==> src/rtl/axi_rd_arbiter_if.sv <==
// AXI4 read-channel bundle (AR + R) shared by both clients and the memory port.
interface axi_rd_arbiter_if #(
  parameter int unsigned ADDR_W = 32,
  parameter int unsigned DATA_W = 64
);

  logic [ADDR_W-1:0] araddr;
  logic              arvalid;
  logic [1:0]        arburst;
  logic [7:0]        arlen;
  logic [2:0]        arsize;
  logic              arready;
  logic [DATA_W-1:0] rdata;
  logic [1:0]        rresp;
  logic              rvalid;
  logic              rlast;
  logic              rready;

  // Requester side: issues AR, consumes R.
  modport master (
    output araddr, arvalid, arburst, arlen, arsize, rready,
    input  arready, rdata, rresp, rvalid, rlast
  );

  // Responder side: accepts AR, produces R.
  modport slave (
    input  araddr, arvalid, arburst, arlen, arsize, rready,
    output arready, rdata, rresp, rvalid, rlast
  );

endinterface

==> src/rtl/axi_rd_arbiter.sv <==
// Two-client AXI4 read arbiter: one whole transaction at a time, round-robin
// between icache refill (c1) and LSU (c2), with a sticky burst-length error flag.
module axi_rd_arbiter #(
  parameter int unsigned ADDR_W = 32,
  parameter int unsigned DATA_W = 64
) (
  input  logic                clk,
  input  logic                rst,
  axi_rd_arbiter_if.slave     c1,
  axi_rd_arbiter_if.slave     c2,
  axi_rd_arbiter_if.master    m,
  output logic                burst_err
);

  localparam int unsigned LEN_W = 8;
  localparam int unsigned CNT_W = LEN_W + 1;

  // last_grant encoding: 0 = client 1 served last, 1 = client 2 served last
  localparam logic GRANT_C1 = 1'b0;
  localparam logic GRANT_C2 = 1'b1;

  typedef enum logic [2:0] {
    IDLE,
    AR1,
    R1,
    AR2,
    R2
  } state_t;

  state_t           state;
  logic             last_grant;
  logic [LEN_W-1:0] len_q;
  logic [CNT_W-1:0] beat_cnt;

  logic ar_fire;
  logic r_fire;
  logic len_hit;

  // Handshakes on the memory side; rready/arvalid are already gated by state.
  assign ar_fire = m.arvalid && m.arready;
  assign r_fire  = m.rvalid && m.rready;
  assign len_hit = (beat_cnt == CNT_W'(len_q));

  // Steer AR from the granted client to memory and R from memory to that client.
  always_comb begin
    m.araddr   = {ADDR_W{1'b0}};
    m.arvalid  = 1'b0;
    m.arburst  = 2'b00;
    m.arlen    = 8'h00;
    m.arsize   = 3'b000;
    m.rready   = 1'b0;
    c1.arready = 1'b0;
    c1.rdata   = {DATA_W{1'b0}};
    c1.rresp   = 2'b00;
    c1.rvalid  = 1'b0;
    c1.rlast   = 1'b0;
    c2.arready = 1'b0;
    c2.rdata   = {DATA_W{1'b0}};
    c2.rresp   = 2'b00;
    c2.rvalid  = 1'b0;
    c2.rlast   = 1'b0;
    case (state)
      AR1: begin
        m.araddr   = c1.araddr;
        m.arvalid  = c1.arvalid;
        m.arburst  = c1.arburst;
        m.arlen    = c1.arlen;
        m.arsize   = c1.arsize;
        c1.arready = m.arready;
      end
      R1: begin
        c1.rdata  = m.rdata;
        c1.rresp  = m.rresp;
        c1.rvalid = m.rvalid;
        c1.rlast  = m.rlast;
        m.rready  = c1.rready;
      end
      AR2: begin
        m.araddr   = c2.araddr;
        m.arvalid  = c2.arvalid;
        m.arburst  = c2.arburst;
        m.arlen    = c2.arlen;
        m.arsize   = c2.arsize;
        c2.arready = m.arready;
      end
      R2: begin
        c2.rdata  = m.rdata;
        c2.rresp  = m.rresp;
        c2.rvalid = m.rvalid;
        c2.rlast  = m.rlast;
        m.rready  = c2.rready;
      end
      default: ;
    endcase
  end

  // Grant FSM, burst length tracking and sticky error flag.
  always_ff @(posedge clk or negedge rst) begin
    if (!rst) begin
      state      <= IDLE;
      last_grant <= GRANT_C2;
      len_q      <= '0;
      beat_cnt   <= '0;
      burst_err  <= 1'b0;
    end else begin
      if (r_fire) begin
        beat_cnt <= beat_cnt + CNT_W'(1);
        // rlast must coincide exactly with the beat numbered arlen
        if (m.rlast != len_hit) begin
          burst_err <= 1'b1;
        end
      end
      case (state)
        IDLE: begin
          if (c1.arvalid && (!c2.arvalid || (last_grant == GRANT_C2))) begin
            state <= AR1;
          end else if (c2.arvalid) begin
            state <= AR2;
          end
        end
        AR1: begin
          if (ar_fire) begin
            len_q    <= m.arlen;
            beat_cnt <= '0;
            state    <= R1;
          end else if (!c1.arvalid) begin
            state <= IDLE;
          end
        end
        R1: begin
          if (r_fire && m.rlast) begin
            state      <= IDLE;
            last_grant <= GRANT_C1;
          end
        end
        AR2: begin
          if (ar_fire) begin
            len_q    <= m.arlen;
            beat_cnt <= '0;
            state    <= R2;
          end else if (!c2.arvalid) begin
            state <= IDLE;
          end
        end
        R2: begin
          if (r_fire && m.rlast) begin
            state      <= IDLE;
            last_grant <= GRANT_C2;
          end
        end
        default: state <= IDLE;
      endcase
    end
  end

endmodule

==> src/flat_wrapper.sv <==
// flat-port wrapper written by rule: the top's interface ports become plain ports
module axi_rd_arbiter_flat 
#(
  parameter int unsigned ADDR_W = 32,
  parameter int unsigned DATA_W = 64
)
  (clk, rst, burst_err, c1_araddr, c1_arvalid, c1_arburst, c1_arlen, c1_arsize, c1_rready, c1_arready, c1_rdata, c1_rresp, c1_rvalid, c1_rlast, c2_araddr, c2_arvalid, c2_arburst, c2_arlen, c2_arsize, c2_rready, c2_arready, c2_rdata, c2_rresp, c2_rvalid, c2_rlast, m_araddr, m_arvalid, m_arburst, m_arlen, m_arsize, m_rready, m_arready, m_rdata, m_rresp, m_rvalid, m_rlast);
  axi_rd_arbiter_if #(.ADDR_W(ADDR_W), .DATA_W(DATA_W)) c1_i ();
  axi_rd_arbiter_if #(.ADDR_W(ADDR_W), .DATA_W(DATA_W)) c2_i ();
  axi_rd_arbiter_if #(.ADDR_W(ADDR_W), .DATA_W(DATA_W)) m_i ();
  input  logic clk;
  input  logic rst;
  output logic burst_err;
  input wire logic [$bits(c1_i.araddr)-1:0] c1_araddr;
  input wire logic [$bits(c1_i.arvalid)-1:0] c1_arvalid;
  input wire logic [$bits(c1_i.arburst)-1:0] c1_arburst;
  input wire logic [$bits(c1_i.arlen)-1:0] c1_arlen;
  input wire logic [$bits(c1_i.arsize)-1:0] c1_arsize;
  input wire logic [$bits(c1_i.rready)-1:0] c1_rready;
  output wire logic [$bits(c1_i.arready)-1:0] c1_arready;
  output wire logic [$bits(c1_i.rdata)-1:0] c1_rdata;
  output wire logic [$bits(c1_i.rresp)-1:0] c1_rresp;
  output wire logic [$bits(c1_i.rvalid)-1:0] c1_rvalid;
  output wire logic [$bits(c1_i.rlast)-1:0] c1_rlast;
  input wire logic [$bits(c2_i.araddr)-1:0] c2_araddr;
  input wire logic [$bits(c2_i.arvalid)-1:0] c2_arvalid;
  input wire logic [$bits(c2_i.arburst)-1:0] c2_arburst;
  input wire logic [$bits(c2_i.arlen)-1:0] c2_arlen;
  input wire logic [$bits(c2_i.arsize)-1:0] c2_arsize;
  input wire logic [$bits(c2_i.rready)-1:0] c2_rready;
  output wire logic [$bits(c2_i.arready)-1:0] c2_arready;
  output wire logic [$bits(c2_i.rdata)-1:0] c2_rdata;
  output wire logic [$bits(c2_i.rresp)-1:0] c2_rresp;
  output wire logic [$bits(c2_i.rvalid)-1:0] c2_rvalid;
  output wire logic [$bits(c2_i.rlast)-1:0] c2_rlast;
  output wire logic [$bits(m_i.araddr)-1:0] m_araddr;
  output wire logic [$bits(m_i.arvalid)-1:0] m_arvalid;
  output wire logic [$bits(m_i.arburst)-1:0] m_arburst;
  output wire logic [$bits(m_i.arlen)-1:0] m_arlen;
  output wire logic [$bits(m_i.arsize)-1:0] m_arsize;
  output wire logic [$bits(m_i.rready)-1:0] m_rready;
  input wire logic [$bits(m_i.arready)-1:0] m_arready;
  input wire logic [$bits(m_i.rdata)-1:0] m_rdata;
  input wire logic [$bits(m_i.rresp)-1:0] m_rresp;
  input wire logic [$bits(m_i.rvalid)-1:0] m_rvalid;
  input wire logic [$bits(m_i.rlast)-1:0] m_rlast;
  assign c1_i.araddr = c1_araddr;
  assign c1_i.arvalid = c1_arvalid;
  assign c1_i.arburst = c1_arburst;
  assign c1_i.arlen = c1_arlen;
  assign c1_i.arsize = c1_arsize;
  assign c1_i.rready = c1_rready;
  assign c1_arready = c1_i.arready;
  assign c1_rdata = c1_i.rdata;
  assign c1_rresp = c1_i.rresp;
  assign c1_rvalid = c1_i.rvalid;
  assign c1_rlast = c1_i.rlast;
  assign c2_i.araddr = c2_araddr;
  assign c2_i.arvalid = c2_arvalid;
  assign c2_i.arburst = c2_arburst;
  assign c2_i.arlen = c2_arlen;
  assign c2_i.arsize = c2_arsize;
  assign c2_i.rready = c2_rready;
  assign c2_arready = c2_i.arready;
  assign c2_rdata = c2_i.rdata;
  assign c2_rresp = c2_i.rresp;
  assign c2_rvalid = c2_i.rvalid;
  assign c2_rlast = c2_i.rlast;
  assign m_araddr = m_i.araddr;
  assign m_arvalid = m_i.arvalid;
  assign m_arburst = m_i.arburst;
  assign m_arlen = m_i.arlen;
  assign m_arsize = m_i.arsize;
  assign m_rready = m_i.rready;
  assign m_i.arready = m_arready;
  assign m_i.rdata = m_rdata;
  assign m_i.rresp = m_rresp;
  assign m_i.rvalid = m_rvalid;
  assign m_i.rlast = m_rlast;
  axi_rd_arbiter #(.ADDR_W(ADDR_W), .DATA_W(DATA_W)) u_core (.clk(clk), .rst(rst), .c1(c1_i), .c2(c2_i), .m(m_i), .burst_err(burst_err));
endmodule
==> config.mk <==
export PLATFORM = sky130hd
export DESIGN_NAME = axi_rd_arbiter_flat
export DESIGN_NICKNAME = d
export VERILOG_FILES = /design/src/rtl/axi_rd_arbiter_if.sv /design/src/rtl/axi_rd_arbiter.sv /design/src/flat_wrapper.sv
export SDC_FILE = /design/constraint.sdc
export NUM_CORES = 1
export LEC_CHECK = 0
export CORE_AREA = 4 4 134 136
export CTS_CLUSTER_SIZE = 8
export DETAILED_ROUTE_END_ITERATION = 8
export DIE_AREA = 0 0 138 140
export MAX_ROUTING_LAYER = met4
export SLEW_MARGIN = 20
export SYNTH_ARGS = -nofsm -noshare
export SYNTH_HDL_FRONTEND = slang
export SYNTH_SLANG_ARGS = --single-unit
==> constraint.sdc <==
create_clock -name clk -period 3.8 [get_ports clk]
set_input_delay 0.57 -clock clk [delete_from_list [all_inputs] [get_ports clk]]
set_output_delay 0.57 -clock clk [all_outputs]
set_load 0.02 [all_outputs]
=== After elaboration in Yosys (flattened, before gate mapping) ===
Cells that the tools add are included.

* Flip-flop bits (word level): 22
* Output and inout bits: 186
* Input bits: 165
* Logic and storage cells: 62

* Reduce and logical (&&, ||, !) cells: 14
* Add/subtract/negate cells: 1
* Mux-type cells: 30
* Equal/unequal tests: 12

{| class="wikitable"
|+ Operators by type and width
! operator !! count
|-
| 64-bit 2-to-1 mux || 2
|-
| 32-bit one-hot mux with 2 select lines || 1
|-
| 9-bit 2-to-1 mux || 3
|-
| 3-bit 2-to-1 mux || 7
|-
| 8-bit one-hot mux with 2 select lines || 1
|-
| 3-bit one-hot mux with 4 select lines || 1
|-
| 9-bit by 1-bit adder with 9-bit output, second input constant || 1
|-
| 9-bit by 8-bit equality test with 1-bit output || 1
|-
| 3-bit by 2-bit inequality test with 1-bit output, second input constant || 3
|-
| 1-bit 2-to-1 mux || 8
|-
| 3-bit by 2-bit equality test with 1-bit output, second input constant || 2
|-
| 2-bit by 1-bit inequality test with 1-bit output, second input constant || 3
|-
| 1-bit one-hot mux with 2 select lines || 3
|-
| 3-bit one-hot mux with 2 select lines || 1
|-
| 1-bit logical AND || 4
|-
| 2-bit 2-to-1 mux || 2
|-
| 2-bit one-hot mux with 2 select lines || 1
|-
| 2-bit AND reduction || 2
|-
| 4-bit AND reduction || 1
|-
| 2-bit OR reduction || 2
|-
| 3-bit by 1-bit equality test with 1-bit output, second input constant || 1
|-
| 3-bit equality test, second input constant || 1
|-
| 3-bit logical NOT || 1
|-
| 3-bit AND reduction || 1
|-
| 4 further kinds || 4
|}

=== Longest topological paths before layout ===
* Word-level depth: 6
* Depth in mapped cells: 7
* Gate-level depth less buffers: 5

=== Worst setup path before layout ===
Ideal clock, no wire load.

* Path kind: register to output
* Start point: register u_core.state[2]
* End point: output port m_araddr[12]
* Cell stages (with the launch flop): 6
* Path buffers: 2
* Required time: 3230 ps
* Slack: 1711 ps
* Arrival: 1519 ps
* Cells stage by stage: dfrtp_1 > nand2b_1 > nor2_2 > buf_2 > buf_2 > a22o_1

* Cells in the longest elaborated chain, start to end: 2
* Elaborated cells between the ends (all ways): 3
* Those cells by class: eq/ne (2); mux (1)

{| class="wikitable"
|+ Ends and longest elaborated chain
! what !! line !! text
|-
| from (decl) || axi_rd_arbiter.sv:30 || <nowiki>state_t state;</nowiki>
|-
| from (signal assigned) || axi_rd_arbiter.sv:100 || <nowiki>state <= IDLE;</nowiki>
|-
| from (signal assigned) || axi_rd_arbiter.sv:116 || <nowiki>state <= AR1;</nowiki>
|-
| from (signal assigned) || axi_rd_arbiter.sv:118 || <nowiki>state <= AR2;</nowiki>
|-
| 3-bit by 2-bit equality test with 1-bit output or 3-bit by 1-bit equality test with 1-bit output (tied branches) || axi_rd_arbiter.sv:62 || <nowiki>case (state)</nowiki>
|-
| 32-bit one-hot mux with 2 select lines * || axi_rd_arbiter.sv:62 ||
|-
| to (decl) || flat_wrapper.sv:36 || <nowiki>output wire logic [$bits(m_i.araddr)-1:0] m_araddr;</nowiki>
|}

Every way passes the cells marked *; elsewhere a longest branch is shown, timed or not.

=== Worst setup path in the final report ===
* Start point: register u_core.state[0]
* End point: output port m_araddr[1]

Same word-level chain as after synthesis.

==> results.yml <==
run_status:
  status: "finished clean"
floorplanning:
  rows: 48
  die_h_um: 140
  io_pins: 351
  start_util: 0.154
  die_area_um2: 19300
  core_area_um2: 16900
  dieWidth_um: 138
sta:
  period_needed_ns: 3.15
  tightest_slew_ns: 0.768
  finalSetupTns_ns: 0
  slew-limit-headroom: 0.488
  slew_viol_final: 0
  final_hold_viol_count: 0
  max_freq_mhz: 317
  setup_viol: 0
  period_share: 0.830
  fin_skew_ns: 0.00366
  rsz0062_at_grt: "no"
run:
  cap_viol_max_count: 0
synth:
  synth.top_cell.area_share: 0.201
  synthesis.nets: 500
  synth-async-reset-ratio: 1.00
  synth_warnings: 0
  syn_avg_cell_area_um2: 7.82
  synthFlopType: "dfrtp_1"
  synth_most_common_cell: "and2_1"
  synth_cells: 334
  synth_edf_count: 0
  synth_top_area_cell: "dfrtp_1"
  synthesis.area_um2: 2610
  ys_seq_elements: 22
  ys_types: 39
  yosysSeqAreaShare: 0.211
  synthTopCellsByArea: "dfrtp_1 20%, and2_1 17%, and3_1 17%"
  ys_top_cells_by_count: "71 x and2_1, 69 x and3_1, 47 x a22o_1"
worst_setup_path:
  reg2reg_depth: 5
  reg2reg_slack_ns: 1.53
  start_kind: "flip-flop"
  crit_chain: "nand2b_1 -> nor2_4 -> buf_4 -> a22o_1 -> clkdlybuf4s50_1"
  required_ns: 3.23
  slowest_delay_ns: 0.62
  end_kind: "output pin"
  path_buf_inv: 2
  cp.arrival_ns: 2.58
  crit_slowest_cell: "clkdlybuf4s50_1"
  critPathMaxFanout: 28
  path_depth: 5
  path_delay_family: "buffers and inverters"
  r2r_start: "u_core.state[2]"
  rr_endpoint: "u_core.burst_err"
  critPathKind: "reg2out"
cts:
  cts-root-buf: "clkbuf_16"
  clockBufferDepth: 2
  numCtsBuffers: 3
  h-tree-depth: 1
  cts_sinks: 22
  cts_setup_buffers: 0
  clk_pin_slew_ns: 0.06
  cts_resized: 0
  cts_tree: "built"
  clk_latency_ns: 0.26
  ctsHoldBuffers: 0
power_and_ir_drop:
  peakVddDrop_mv: 0.279
  leakage_nw: 2.69
  power_density_nw_per_um2: 534
  power_mw: 3.42
grt:
  grt.overflow.total: 0
  grt_antenna_before_repair: 3
  grt_max_degree: 76
  grt_use_total: 0.148
  grt_pass1_wl_um: 23100
  grt_pass1_vias: 3998
detailed_routing:
  drt_iter0_markers: 168
  route.vias.total: 3886
  drt_first_pass_iters: 4
  drt_wl_total_um: 15400
  vias_per_cell: 4.39
  post_drt_wl_per_cell_um: 17.3
  ant_nets: 0
  drc: 0
final_layout:
  syn_to_final_growth_pct: 145
  nets: 824
  fill_cells: 1723
  multi_input_area_um2: 1910
  regArea_um2: 553
  drive_gt1_frac: 0.0411
  final_cells: 886
place:
  place_congestion: 0.875
  dp_hpwl_um: 12700
  port_buffers: 350
  dp.cells: 878
worst_hold_path:
  hp-class: "in2async"
==> cell usage in the layout, fill, tap and decap left out, types with 2 or more instances in the layout <==
cell / instances
or3_1: 2
mux2_2: 9
xor2_1: 8
nand2_1: 9
nor2_1: 5
inv_1: 4
and3_1: 69
o21ai_0: 2
diode_2: 4
a21oi_1: 11
and2_1: 71
clkbuf_16: 3
a22o_1: 47
a21o_1: 2
nand2b_1: 4
dfrtp_1: 20
nor2_4: 4
clkdlybuf4s50_1: 349
o31ai_1: 3
nand3_1: 5
or4_1: 3
buf_4: 4
a211oi_1: 3
xnor2_1: 2
==> sequential cells by signal (all words and copies together), names as in the netlist <==
register	cells
u_core.beat_cnt	9
u_core.burst_err	1
u_core.last_grant	1
u_core.len_q	8
u_core.state	3
==> per-layer routing <==
metal | vias to the layer above | global-route usage | part of all wire
li1 | 1868 | - | -
met1 | 1793 | 0.173 | 0.41
met2 | 206 | 0.265 | 0.51
met3 | 19 | 0.0321 | 0.062
met4 | 0 | 0.0286 | 0.013
met5 | - | - | 0
==> cells by family (layout without fill, tap and decap cells) <==
| kind of cell | Yosys count | after routing | share of synthesized area |
|---|---|---|---|
| other cells | 0 | 4 | 0 |
| buf+inv | 40 | 363 | 0.0676 |
| flops | 22 | 22 | 0.211 |
| compound gates | 71 | 71 | 0.216 |
| xor+xnor | 10 | 10 | 0.0335 |
| fa+ha+maj | 1 | 1 | 0.00479 |
| mux | 10 | 10 | 0.0426 |
| simple gates | 180 | 180 | 0.424 |
==> how the worst max path moves through the flow <==
stage	startpoint	to	slack [ns]
3_3_place_gp	u_core.state[0]	m_araddr[1]	0.99
3_5_place_dp	u_core.state[0]	m_araddr[0]	0.93
2_1_floorplan	u_core.state[2]	m_araddr[12]	1.71
5_1_grt	u_core.state[1]	c2_rdata[35]	0.52
6_report	u_core.state[0]	m_araddr[1]	0.65
4_1_cts	u_core.state[0]	m_araddr[1]	0.64
==> per-stage QoR <==
stage / utilization / cell area (µm²) / hold WS [ns] / setup slack [ns]
after floorplan: - / 2610 / 0.274 / 1.71
after global placement: 0.373 / 6310 / 0.508 / 0.987
after detailed placement: 0.373 / 6310 / 0.494 / 0.933
after CTS: 0.378 / 6400 / 0.527 / 0.636
after global routing: 0.378 / 6400 / 0.313 / 0.518
final: 0.378 / 6410 / 0.274 / 0.645
==> final cells by class <==
| class | count | share of cell area |
|---|---|---|
| Inverter | 4 | 0.00234 |
| Multi-Input combinational cell | 272 | 0.298 |
| Timing Repair Buffer | 355 | 0.554 |
| Clock buffer | 4 | 0.0139 |
| Sequential cell | 22 | 0.0863 |
| Antenna cell | 4 | 0.00156 |
| Tap cell | 225 | 0.0439 |
==> power breakdown <==
part | internal [mW] | switching, mW | total [mW] | leakage, nW
Sequential | 0.302 | 0.0795 | 0.382 | 0.286
Combinational | 1.33 | 1.46 | 2.79 | 2.36
Clock | 0.161 | 0.0846 | 0.245 | 0.0442
No activity file was read; power rests on OpenSTA's default activity.
